**src/rtl/sr16_serializer_pkg.sv**
```systemverilog
// Shared definitions for the 16-bit serializer: word width, beat qualifiers
// and the LEAD/SHIFT state encoding.
package sr16_serializer_pkg;

  localparam int WORD_W = 16;

  localparam logic [1:0] CTRL_IDLE = 2'b00;
  localparam logic [1:0] CTRL_ONE  = 2'b01;
  localparam logic [1:0] CTRL_TWO  = 2'b11;

  typedef enum logic {
    ST_LEAD,
    ST_SHIFT
  } state_t;

endpackage

```
**src/rtl/sr16_serializer_if.sv**
```systemverilog
// Word-side valid/ready handshake into the serializer.
interface sr16_serializer_if;
  import sr16_serializer_pkg::*;

  logic [WORD_W-1:0] in_data;
  logic              in_valid;
  logic              in_ready;

  modport master (output in_data, output in_valid, input in_ready);
  modport slave  (input in_data, input in_valid, output in_ready);

endinterface

```
**src/rtl/sr16_serializer.sv**
```systemverilog
// Transmit end of the 1/2-bit serial link: one holding register feeding a
// 16-bit shifter, emitted MSB-first with a ctrl qualifier per beat.
module sr16_serializer
  import sr16_serializer_pkg::*;
#(
  parameter int unsigned LEAD = 0
) (
  input  logic                clk,
  input  logic                rst_n,
  sr16_serializer_if.slave    src,
  input  logic                wide,
  input  logic                en,
  output logic [1:0]          dataout,
  output logic [1:0]          ctrl,
  output logic                busy,
  output logic                underrun
);

  localparam logic [3:0] PAD_LAST    = (LEAD > 0) ? 4'(LEAD - 1) : 4'd0;
  localparam state_t     RESET_STATE = (LEAD > 0) ? ST_LEAD : ST_SHIFT;

  state_t            state_q, state_d;
  logic [WORD_W-1:0] hold_q, hold_d;
  logic              hold_full_q, hold_full_d;
  logic [WORD_W-1:0] sh_q, sh_d;
  logic [4:0]        cnt_q, cnt_d;
  logic [3:0]        pad_q, pad_d;
  logic [1:0]        ctrl_d, dataout_d;
  logic              underrun_d;
  logic              consume;
  logic              shifted;

  assign src.in_ready = ~hold_full_q;
  assign busy         = (state_q == ST_LEAD) || (cnt_q != 5'd0) || hold_full_q;

  always_comb begin
    state_d     = state_q;
    hold_d      = hold_q;
    hold_full_d = hold_full_q;
    sh_d        = sh_q;
    cnt_d       = cnt_q;
    pad_d       = pad_q;
    ctrl_d      = CTRL_IDLE;
    dataout_d   = 2'b00;
    consume     = 1'b0;
    shifted     = 1'b0;

    if (en) begin
      case (state_q)
        ST_LEAD: begin
          ctrl_d = CTRL_ONE;
          if (pad_q == PAD_LAST) begin
            state_d = ST_SHIFT;
          end else begin
            pad_d = pad_q + 4'd1;
          end
        end

        ST_SHIFT: begin
          if (wide && (cnt_q >= 5'd2)) begin
            ctrl_d    = CTRL_TWO;
            dataout_d = sh_q[15:14];
            sh_d      = {sh_q[13:0], 2'b00};
            cnt_d     = cnt_q - 5'd2;
            shifted   = 1'b1;
          end else if (!wide && (cnt_q != 5'd0)) begin
            ctrl_d    = CTRL_ONE;
            dataout_d = {1'b0, sh_q[15]};
            sh_d      = {sh_q[14:0], 1'b0};
            cnt_d     = cnt_q - 5'd1;
            shifted   = 1'b1;
          end else if ((cnt_q == 5'd1) && hold_full_q) begin
            // Word boundary inside one wide beat: last old bit plus first new bit.
            ctrl_d    = CTRL_TWO;
            dataout_d = {sh_q[15], hold_q[15]};
            sh_d      = {hold_q[14:0], 1'b0};
            cnt_d     = 5'd15;
            consume   = 1'b1;
          end else if (cnt_q == 5'd1) begin
            ctrl_d    = CTRL_ONE;
            dataout_d = {1'b0, sh_q[15]};
            sh_d      = {sh_q[14:0], 1'b0};
            cnt_d     = 5'd0;
          end else if (hold_full_q) begin
            sh_d    = hold_q;
            cnt_d   = 5'(WORD_W);
            consume = 1'b1;
          end

          // Reload on the same edge the shifter drains so words run back to back.
          if (shifted && (cnt_d == 5'd0) && hold_full_q) begin
            sh_d    = hold_q;
            cnt_d   = 5'(WORD_W);
            consume = 1'b1;
          end
        end

        default: begin
          state_d = ST_SHIFT;
        end
      endcase
    end

    if (consume) begin
      hold_full_d = 1'b0;
    end
    if (src.in_valid && !hold_full_q) begin
      hold_d      = src.in_data;
      hold_full_d = 1'b1;
    end

    underrun_d = en && (ctrl_d == CTRL_IDLE) && (ctrl != CTRL_IDLE);
  end

  always_ff @(posedge clk or negedge rst_n) begin
    if (!rst_n) begin
      state_q     <= RESET_STATE;
      hold_q      <= '0;
      hold_full_q <= 1'b0;
      sh_q        <= '0;
      cnt_q       <= 5'd0;
      pad_q       <= 4'd0;
      ctrl        <= CTRL_IDLE;
      dataout     <= 2'b00;
      underrun    <= 1'b0;
    end else begin
      state_q     <= state_d;
      hold_q      <= hold_d;
      hold_full_q <= hold_full_d;
      sh_q        <= sh_d;
      cnt_q       <= cnt_d;
      pad_q       <= pad_d;
      ctrl        <= ctrl_d;
      dataout     <= dataout_d;
      underrun    <= underrun_d;
    end
  end

endmodule
```
**src/flat_wrapper.sv**
```systemverilog
// flat-port wrapper written by rule: the top's interface ports become plain ports
module sr16_serializer_flat import sr16_serializer_pkg::*;
#(
  parameter int unsigned LEAD = 0
)
  (clk, rst_n, wide, en, dataout, ctrl, busy, underrun, src_in_data, src_in_valid, src_in_ready);
  sr16_serializer_if src_i ();
  input  logic clk;
  input  logic rst_n;
  input  logic wide;
  input  logic en;
  output logic [1:0] dataout;
  output logic [1:0] ctrl;
  output logic busy;
  output logic underrun;
  input wire logic [$bits(src_i.in_data)-1:0] src_in_data;
  input wire logic [$bits(src_i.in_valid)-1:0] src_in_valid;
  output wire logic [$bits(src_i.in_ready)-1:0] src_in_ready;
  assign src_i.in_data = src_in_data;
  assign src_i.in_valid = src_in_valid;
  assign src_in_ready = src_i.in_ready;
  sr16_serializer #(.LEAD(LEAD)) u_core (.clk(clk), .rst_n(rst_n), .src(src_i), .wide(wide), .en(en), .dataout(dataout), .ctrl(ctrl), .busy(busy), .underrun(underrun));
endmodule
```
**config.mk**
```make
export PLATFORM = sky130hd
export DESIGN_NAME = sr16_serializer_flat
export DESIGN_NICKNAME = d
export VERILOG_FILES = /design/src/rtl/sr16_serializer_pkg.sv /design/src/rtl/sr16_serializer_if.sv /design/src/rtl/sr16_serializer.sv /design/src/flat_wrapper.sv
export SDC_FILE = /design/constraint.sdc
export NUM_CORES = 1
export LEC_CHECK = 0
export CAP_MARGIN = 20
export CORE_MARGIN = 10
export CORE_UTILIZATION = 50
export CTS_BUF_LIST = sky130_fd_sc_hd__clkbuf_4 sky130_fd_sc_hd__clkbuf_8 sky130_fd_sc_hd__clkbuf_16
export DETAILED_ROUTE_END_ITERATION = 10
export PLACE_DENSITY = 0.72
export SYNTH_ARGS = -nofsm -noshare
export SYNTH_HDL_FRONTEND = slang
export SYNTH_SLANG_ARGS = --single-unit
```
**constraint.sdc**
```tcl
create_clock -name clk -period 5.25 [get_ports clk]
set_clock_uncertainty 0.05 [all_clocks]
set_input_delay 1.575 -clock clk [delete_from_list [all_inputs] [get_ports clk]]
set_output_delay 1.575 -clock clk [all_outputs]
set_load 0.02 [all_outputs]
```
==> metrics.yaml <==
status:
  status: "complete, no violations"
cts:
  cts_setup_buffers: 0
  worstSkewPairLatency_ns: 0.30
  cts_buffer_depth: 2
  cts_resized: 0
  hold_buffers: 0
  clk_pin_slew_ns: 0.09
  cts_num_sinks: 48
  cts_tree: "built"
  htree_levels: 2
  cts_buffers: 5
  clock-root-buffer: "clkbuf_8"
detailed_routing:
  postRouteAntennaNets: 0
  wire_per_inst_um: 16.5
  vias_per_cell: 5.89
  drtIter0Drc: 140
  vias: 2162
  drc: 0
  drt-total-wl_mm: 6.04
  dr.pass1.iters: 4
synth:
  yosysSeqAreaShare_pct: 43.4
  synthXorXnorAreaFrac_pct: 1.90
  syn_nets: 307
  synth_compound_area_share_pct: 24.1
  synth_top_family_by_area: "compound AO/OA/AOI/OAI gates"
  yosysWarnings: 0
  yosys_register_bits: 48
  postSynthCellCount: 278
  synthAdderAreaFrac_pct: 3.62
  avgSynthCellArea_um2: 9.96
  synthMuxAreaShare_pct: 8.00
  synthSimpleGateAreaFrac_pct: 13.7
  synthesis.area_um2: 2770
  ys_types: 50
placement:
  gp_congestion: 0.934
  hpwl_mm: 4.03
  portBuffers: 27
  dp.cells: 359
worst_setup_path:
  startpoint_type: "input pin"
  reg2reg_slack_ns: 1.48
  worstSetupPathType: "in2reg"
  crit_fanout: 17
  crit_path_top_delay_cell: "or4_1"
  r2r_start: "u_core.cnt_q[1]"
  max_stage_delay_ns: 0.96
  reg2reg_to: "u_core.sh_q[2]"
  end_kind: "flip-flop"
  crit_arrival_ns: 4.44
  reg2reg_depth: 9
  worstPathCellList: "clkdlybuf4s50_1 > o21ai_1 > o2111ai_1 > nand3_1 > or4_1 > a21oi_1 > o31ai_1"
  required_ns: 5.35
timing:
  worst_pin_slew_ns: 0.982
  min_period_ns: 4.34
  relSlewSlack_pct: 34.6
  setup_violations: 0
  drv_slew: 0
  period_share_pct: 82.7
  rsz0062_at_grt: "false"
  fmax_mhz: 230
  setup-tns-final_ns: 0
  final_hold_viol_count: 0
floorplan:
  die_y_um: 94.4
  ios: 28
  fp-row-count: 27
  die_area_um2: 8910
  initial_core_util_pct: 50.9
  die_w_um: 94.4
  core_um2: 5440
power_and_ir_drop:
  ir_drop_uv: 272
  p_leak_nw: 1.28
  p_total_mw: 1.73
  pwr_density_cell_nw_per_um2: 546
min_path:
  hold_path_end: "u_core.pad_q[3]"
  hp-class: "reg2reg"
  holdCritStartpoint: "u_core.pad_q[3]"
  holdPathStages: 1
cells_and_area:
  final_layout_size_suffix_gt1_share_pct: 15.9
  final_cells: 367
  diodes: 0
  syn2layout_area_growth_pct: 14.2
  fin_nets: 323
flow_run:
  cap_violations: 0
grt:
  grt_max_degree: 49
  grt_use_total_pct: 14.0
  antenna_found_initial: 0
  grt_pass1_wl_mm: 10.3
  grt_pass1_vias: 2080
  grt-ovfl-total: 0
layer usage:
layer	part of all wire [%]	vias up	wire, um	track usage, %
li1	-	1044	-	-
met1	48	1061	2930	19.9
met2	46	51	2790	20.8
met3	4.3	6	261	2.62
met4	1.1	0	66	4.81
met5	0	-	0	0
power by group:
part	total, mW	internal, mW	switching, mW
Combinational	0.725	0.349	0.376
Sequential	0.721	0.536	0.185
Clock	0.281	0.156	0.125
per-stage QoR:
step	instance area (um^2)	util, %	hold slack [ns]	setup slack [ns]
2_1_floorplan	2770	-	0.396	1.69
3_3_place_gp	3040	55.9	0.417	0.747
3_5_place_dp	3040	55.9	0.420	0.636
4_1_cts	3160	58.1	0.437	0.955
5_1_grt	3160	58.1	0.486	0.682
6_report	3160	58.1	0.434	0.910
flip-flops by register name, indices dropped and copies added (netlist names):
register and count:
u_core.state_q 1, u_core.underrun 1, u_core.hold_q 16, u_core.pad_q 4
u_core.sh_q 16, u_core.dataout 2, u_core.cnt_q 5, u_core.ctrl 2
u_core.hold_full_q 1
placed cells by master, fill, tap and decap left out, drive strengths merged, types with 2 or more instances in the layout:
master | Yosys | layout
o21a | 2 | 2
o21ai | 11 | 11
a21o | 4 | 4
dfrtp | 47 | 47
buf | 10 | 5
o31ai | 15 | 15
mux2 | 17 | 17
nor4b | 2 | 2
nand3 | 5 | 5
clkbuf | 12 | 6
nor3b | 2 | 2
nor3 | 3 | 3
a211oi | 14 | 14
nor2 | 23 | 23
mux2i | 3 | 3
ha | 8 | 8
o221ai | 3 | 3
a21boi | 2 | 2
clkdlybuf4s50 | 0 | 26
nor2b | 2 | 2
nand2 | 27 | 27
xnor2 | 5 | 5
o22ai | 14 | 14
inv | 8 | 8
nor4 | 2 | 2
a21oi | 19 | 19
o32ai | 2 | 2
cell usage after synthesis, drive strengths merged:
library cell	n	share of area [%]
and3	1	0.23
or2	1	0.23
mux2	17	6.9
nor3b	2	0.54
a21oi	19	4.7
o22ai	14	3.2
and2	1	0.23
or4	1	0.27
o32ai	2	1.2
o21bai	1	0.27
buf	10	2.5
dfrtp	47	42
o21ba	1	0.36
nand2	27	3.7
a32o	1	0.36
o211ai	1	0.27
clkbuf	12	1.6
nand4	1	0.23
xnor2	5	1.6
a211oi	14	3.8
a22o	1	0.32
o2111ai	1	0.32
a22oi	1	0.27
nor3	3	0.54
dfstp	1	0.95
or4b	1	0.36
o21ai	11	2.0
mux2i	3	1.1
nor4b	2	1.4
o21a	2	0.54
or3b	1	0.41
o31ai	15	4.1
nand3	5	1.1
ha	8	3.6
nor4	2	0.99
a21o	4	1.1
xor2	1	0.32
o221ai	3	0.95
nor2b	2	0.45
a21boi	2	0.54
nor2	23	3.1
inv	8	1.1
worst max-delay path by stage:
stage	start	to	slack [ns]
2_1_floorplan	wide	u_core.sh_q[10]	1.69
3_3_place_gp	wide	u_core.sh_q[15]	0.75
3_5_place_dp	wide	u_core.sh_q[3]	0.64
4_1_cts	wide	u_core.sh_q[12]	0.96
5_1_grt	wide	u_core.sh_q[2]	0.68
6_report	wide	u_core.sh_q[2]	0.91
critical path, delay by kind of cell:
family / cells / cell delay [ns]
buffers and inverters: 1 / 0.70
AOI/OAI and AO/OA: 4 / 1.01
and+or+nand+nor: 2 / 1.14
logic make-up (layout without fill, tap and decap cells):
| kind of cell | after synthesis | count (layout) |
|---|---|---|
| compound gates | 93 | 93 |
| simple gates | 73 | 73 |
| flops | 48 | 48 |
| buf+inv | 30 | 47 |
| mux | 20 | 20 |
| fa+ha+maj | 8 | 8 |
| xor+xnor | 6 | 6 |
final cells by class:
cell class,count,area (um^2)
fillers,475,2280
multi-input cells,200,1420
flip-flops and latches,48,1200
repair buffers,31,295
well taps,72,90.1
clock buffers,6,82.6
clock inverters,2,38.8
inverters,8,30.0
Note: power is estimated with default switching activity, not from simulation.
==> RTL edit 1, RTL diff (same settings) <==
Put one more register stage on the output `underrun`, cleared by the reset. The value now appears one clock later. The other outputs are not delayed to match.
--- a/src/rtl/sr16_serializer.sv
+++ b/src/rtl/sr16_serializer.sv
@@ -18,6 +18,8 @@
 
   localparam logic [3:0] PAD_LAST    = (LEAD > 0) ? 4'(LEAD - 1) : 4'd0;
   localparam state_t     RESET_STATE = (LEAD > 0) ? ST_LEAD : ST_SHIFT;
+
+  logic underrun_s0;
 
   state_t            state_q, state_d;
   logic [WORD_W-1:0] hold_q, hold_d;
@@ -122,7 +124,7 @@
       pad_q       <= 4'd0;
       ctrl        <= CTRL_IDLE;
       dataout     <= 2'b00;
-      underrun    <= 1'b0;
+      underrun_s0 <= 1'b0;
     end else begin
       state_q     <= state_d;
       hold_q      <= hold_d;
@@ -132,7 +134,15 @@
       pad_q       <= pad_d;
       ctrl        <= ctrl_d;
       dataout     <= dataout_d;
-      underrun    <= underrun_d;
+      underrun_s0 <= underrun_d;
+    end
+  end
+
+  always_ff @(posedge clk or negedge rst_n) begin
+    if (!rst_n) begin
+      underrun <= '0;
+    end else begin
+      underrun <= underrun_s0;
     end
   end
 
Behaviour: no difference found for any inputs over 4 cycles, from zero or initial values and one cycle with rst_n low; that may be too few to reach the edited logic, so the function may still have changed.
==> RTL edit 1 against the original RTL <==
Wire length rose by 1.7%; total power fell by 2.1%; design area rose by 0.59%; setup slack improved by 0.00072 ns; sequential cell count rose by 1; fmax barely moved; sequential share of layout area rose by 0.56 points; synthesized area rose by 0.90%; highest routed layer unchanged.
==> RTL edit 1: results (changes against the original RTL) <==
Crit Path Max Fanout 17 (unchanged); Area contributors post-synth dfrtp_1, mux2_2, o31ai_1, a211oi_1, nand2_1; met2 Usage GRT 24.3% (+3.5 points); combinational power 730 µW (+0.7%); Critical Path Sink u_core.sh_q[13]$_DFFE_PN0P_; register area share after synthesis 43.9% (+0.51 points); Static Leakage 1.28 nW (+0.35%); first-pass GRT wire length 10500 µm (+2.1%); clock network area share 2.99% (-0.85 points); post-DP HPWL 4070 µm (+1.0%); Least-Margin Pin Slew 1.00 ns (+0.0219 ns); clock group power 229 µW (-19%); Int Power 993 µW (-4.5%); Via density 5.98 (+1.5%); met2 routed WL 3000 µm (+7.5%); largest net degree at the start of global routing 50 (+2.0%); Syn Nets 308 (+0.33%); Post-synth top cells dfrtp_1, nand2_1, nor2_1; final-layout clock buffer total 5 (-1); WP data arrival 4.43 ns (about the same); FF-to-FF End u_core.sh_q[13]$_DFFE_PN0P_; Total Routed Length 6150 µm (+1.7%); Seq. cell area 1230 µm² (+2.1%); status completed; vias in the first global route 2203 (+5.9%); routing usage on met1 17.6% (-2.3 points); Non-clk bufs 32 (+3.2%); share of cells above drive strength 1 16.2% (+0.23 points); Resize count post-CTS 0 (unchanged); Final Net Count 325 (+0.62%); H-tree depth 2 (unchanged); gpl congestion 0.878 (-6.0%); RR Startpoint u_core.cnt_q[2]$_DFFE_PN0P_; M3 GR Usage 2.85% (+0.24 points); VDD IR max 253 µV (-7.1%); GR Util All Layers 14.1% (+0.13 points); WL met3 298 µm (+14%); flop2flop setup slack 1.38 ns (-0.10 ns); Psw 698 µW (+1.7%)
RTL edit 1: cell count changes after synthesis, sizes merged:
cell	unedited run	this run
dfrtp	47	48
RTL edit 1: kinds of logic (layout without fill, tap and decap cells):
group	after synthesis	after routing	synth area share, %
DFF	49	49	43.9
muxes	20	20	7.93
and+or+nand+nor	73	73	13.6
xor gates and xnor gates	6	6	1.88
buffers and inverters	30	48	5.15
AOI/OAI and AO/OA	93	93	23.9
adders and majority gates	8	8	3.58
RTL edit 1: worst min-delay path by stage:
stage | from | cells past startpoint | slack [ns] | endpoint
after floorplan | u_core.underrun_s0$_DFF_PN0_ | 0 | 0.28 | u_core.underrun$_DFF_PN0_
after global placement | u_core.underrun_s0$_DFF_PN0_ | 0 | 0.28 | u_core.underrun$_DFF_PN0_
after detailed placement | u_core.underrun_s0$_DFF_PN0_ | 0 | 0.30 | u_core.underrun$_DFF_PN0_
after CTS | u_core.underrun_s0$_DFF_PN0_ | 0 | 0.32 | u_core.underrun$_DFF_PN0_
after global routing | u_core.underrun_s0$_DFF_PN0_ | 0 | 0.33 | u_core.underrun$_DFF_PN0_
final | u_core.underrun_s0$_DFF_PN0_ | 0 | 0.31 | u_core.underrun$_DFF_PN0_
RTL edit 1: per-stage QoR:
step	instances	worst slack, ns	hold WS (ns)	instance area [µm²]
finish	369	0.911	0.313	3180
global route	369	0.695	0.334	3180
CTS	368	0.926	0.318	3160
detailed placement	360	0.608	0.296	3070
global placement	360	0.705	0.284	3070
floorplan	279	1.69	0.281	2790
RTL edit 1: critical path, stage by stage:
cell             delay (ns)
clkdlybuf4s50_1        0.67
o21ai_1                0.35
o2111ai_1              0.29
nand3_1                0.18
or4_1                  0.96
a21oi_1                0.29
o31ai_1                0.11
==> RTL edit 2, RTL diff (same flow settings) <==
Without the edit above. Remove the register `underrun`: a continuous assignment takes its place, so the output `underrun` follows one clock earlier.
--- a/src/rtl/sr16_serializer.sv
+++ b/src/rtl/sr16_serializer.sv
@@ -122,7 +122,6 @@
       pad_q       <= 4'd0;
       ctrl        <= CTRL_IDLE;
       dataout     <= 2'b00;
-      underrun    <= 1'b0;
     end else begin
       state_q     <= state_d;
       hold_q      <= hold_d;
@@ -132,8 +131,9 @@
       pad_q       <= pad_d;
       ctrl        <= ctrl_d;
       dataout     <= dataout_d;
-      underrun    <= underrun_d;
     end
   end
 
+  assign underrun = underrun_d;
+
 endmodule
Check against the original RTL: same outputs for any inputs over 4 cycles, from zero or initial values and one cycle with rst_n low; that may be too few to reach the edited logic, so the function may still have changed.
==> RTL edit 2 against the original RTL <==
Sequential share of layout area decreased by 1.1 points; critical path depth decreased by 1; wire length decreased by 1.6%; cell count increased by 1.1%; total power decreased by 0.56%; synthesized area decreased by 0.90%; design area increased by 0.95%; sequential power decreased by 1%; sequential cell count decreased by 1; setup slack got worse by 0.70 ns; critical path type is now input pin to output pin; highest routed layer unchanged.
==> RTL edit 2: results (changes against the original RTL) <==
Total Routed Length 5950 µm (-1.6%); First-pass DRT Iterations 4 (unchanged); RR Startpoint u_core.cnt_q[2]$_DFFE_PN0P_; share of cells above drive strength 1 17.9% (+2.0 points); Final Net Count 329 (+1.9%); Syn Nets 306 (-0.33%); gpl congestion 0.881 (-5.7%); Area contributors post-synth dfrtp_1, mux2_2, o31ai_1, a211oi_1, nand2_1; post-DP HPWL 4060 µm (+0.59%); ys async rst share 100% (unchanged); WP data arrival 3.41 ns (-1.03 ns); share of the synthesized area in the top cell type 42.0% (-0.52 points); FF-to-FF End u_core.sh_q[12]$_DFFE_PN0P_; Static Leakage 1.30 nW (+1.7%); status completed; Starting DRT DRC Count 214 (+53%); clock group power 270 µW (-4%); worst r2r path cells 10 (+1); register area share after synthesis 42.9% (-0.52 points); largest net degree at the start of global routing 48 (-2.0%); Finished Layout Cells 371 (+1.1%); first-pass GRT wire length 10400 µm (+1.0%); Post-Place Cells 362 (+0.84%); vias in the first global route 2062 (-0.87%); Post-synth top cells dfrtp_1, nand2_1, nor2_1; Mapped Avg Cell Area 9.91 µm² (-0.55%); flop2flop setup slack 1.58 ns (+0.10 ns)
RTL edit 2: through the flow:
stage / setup slack, ns / hold slack (ns) / utilization, % / total power [mW] / cell area (µm²)
2_1_floorplan: 0.381 / 0.396 / - / 1.26 / 2740
3_3_place_gp: 0.252 / 0.419 / 58.8 / 1.42 / 3060
3_5_place_dp: 0.219 / 0.418 / 58.8 / 1.45 / 3060
4_1_cts: 0.219 / 0.434 / 60.9 / 1.72 / 3170
5_1_grt: 0.147 / 0.448 / 61.3 / 1.86 / 3190
6_report: 0.210 / 0.427 / 61.3 / 1.72 / 3190
RTL edit 2: final cells by class:
type / count / area [µm²]
fillers: 472 / 2010
flip-flops and latches: 47 / 1180
clock inverters: 1 / 30.0
inverters: 8 / 30.0
repair buffers: 38 / 360
clock buffers: 7 / 83.8
well taps: 70 / 87.6
multi-input cells: 200 / 1420
RTL edit 2: worst max-delay path by stage:
stage | depth (start not counted) | to | slack [ns]
floorplan | 7 | underrun | 0.38
global placement | 6 | underrun | 0.25
detailed placement | 6 | underrun | 0.22
CTS | 6 | underrun | 0.22
global route | 6 | underrun | 0.15
finish | 6 | underrun | 0.21
RTL edit 2: critical path, cell delays in order:
cell and delay (ns):
clkdlybuf4s50_1 0.51, or2_1 0.29, nand3_1 0.11, a21oi_1 0.12, nor3_1 0.18, clkdlybuf4s50_1 0.63
RTL edit 2: cells by family after synthesis:
group	synth area share (%)
flops	42.9
xor+xnor	1.92
simple gates	13.9
mux	8.07
buf+inv	5.24
fa+ha+maj	3.65
compound gates	24.4
RTL edit 2: metal layers:
metal / vias up / global-route usage (%) / wire [µm]
li1: 1067 / - / -
met1: 1046 / 20.5 / 2970
met2: 52 / 21.0 / 2600
met3: 5 / 3.28 / 335
met4: 0 / 3.42 / 49
met5: - / 0 / 0
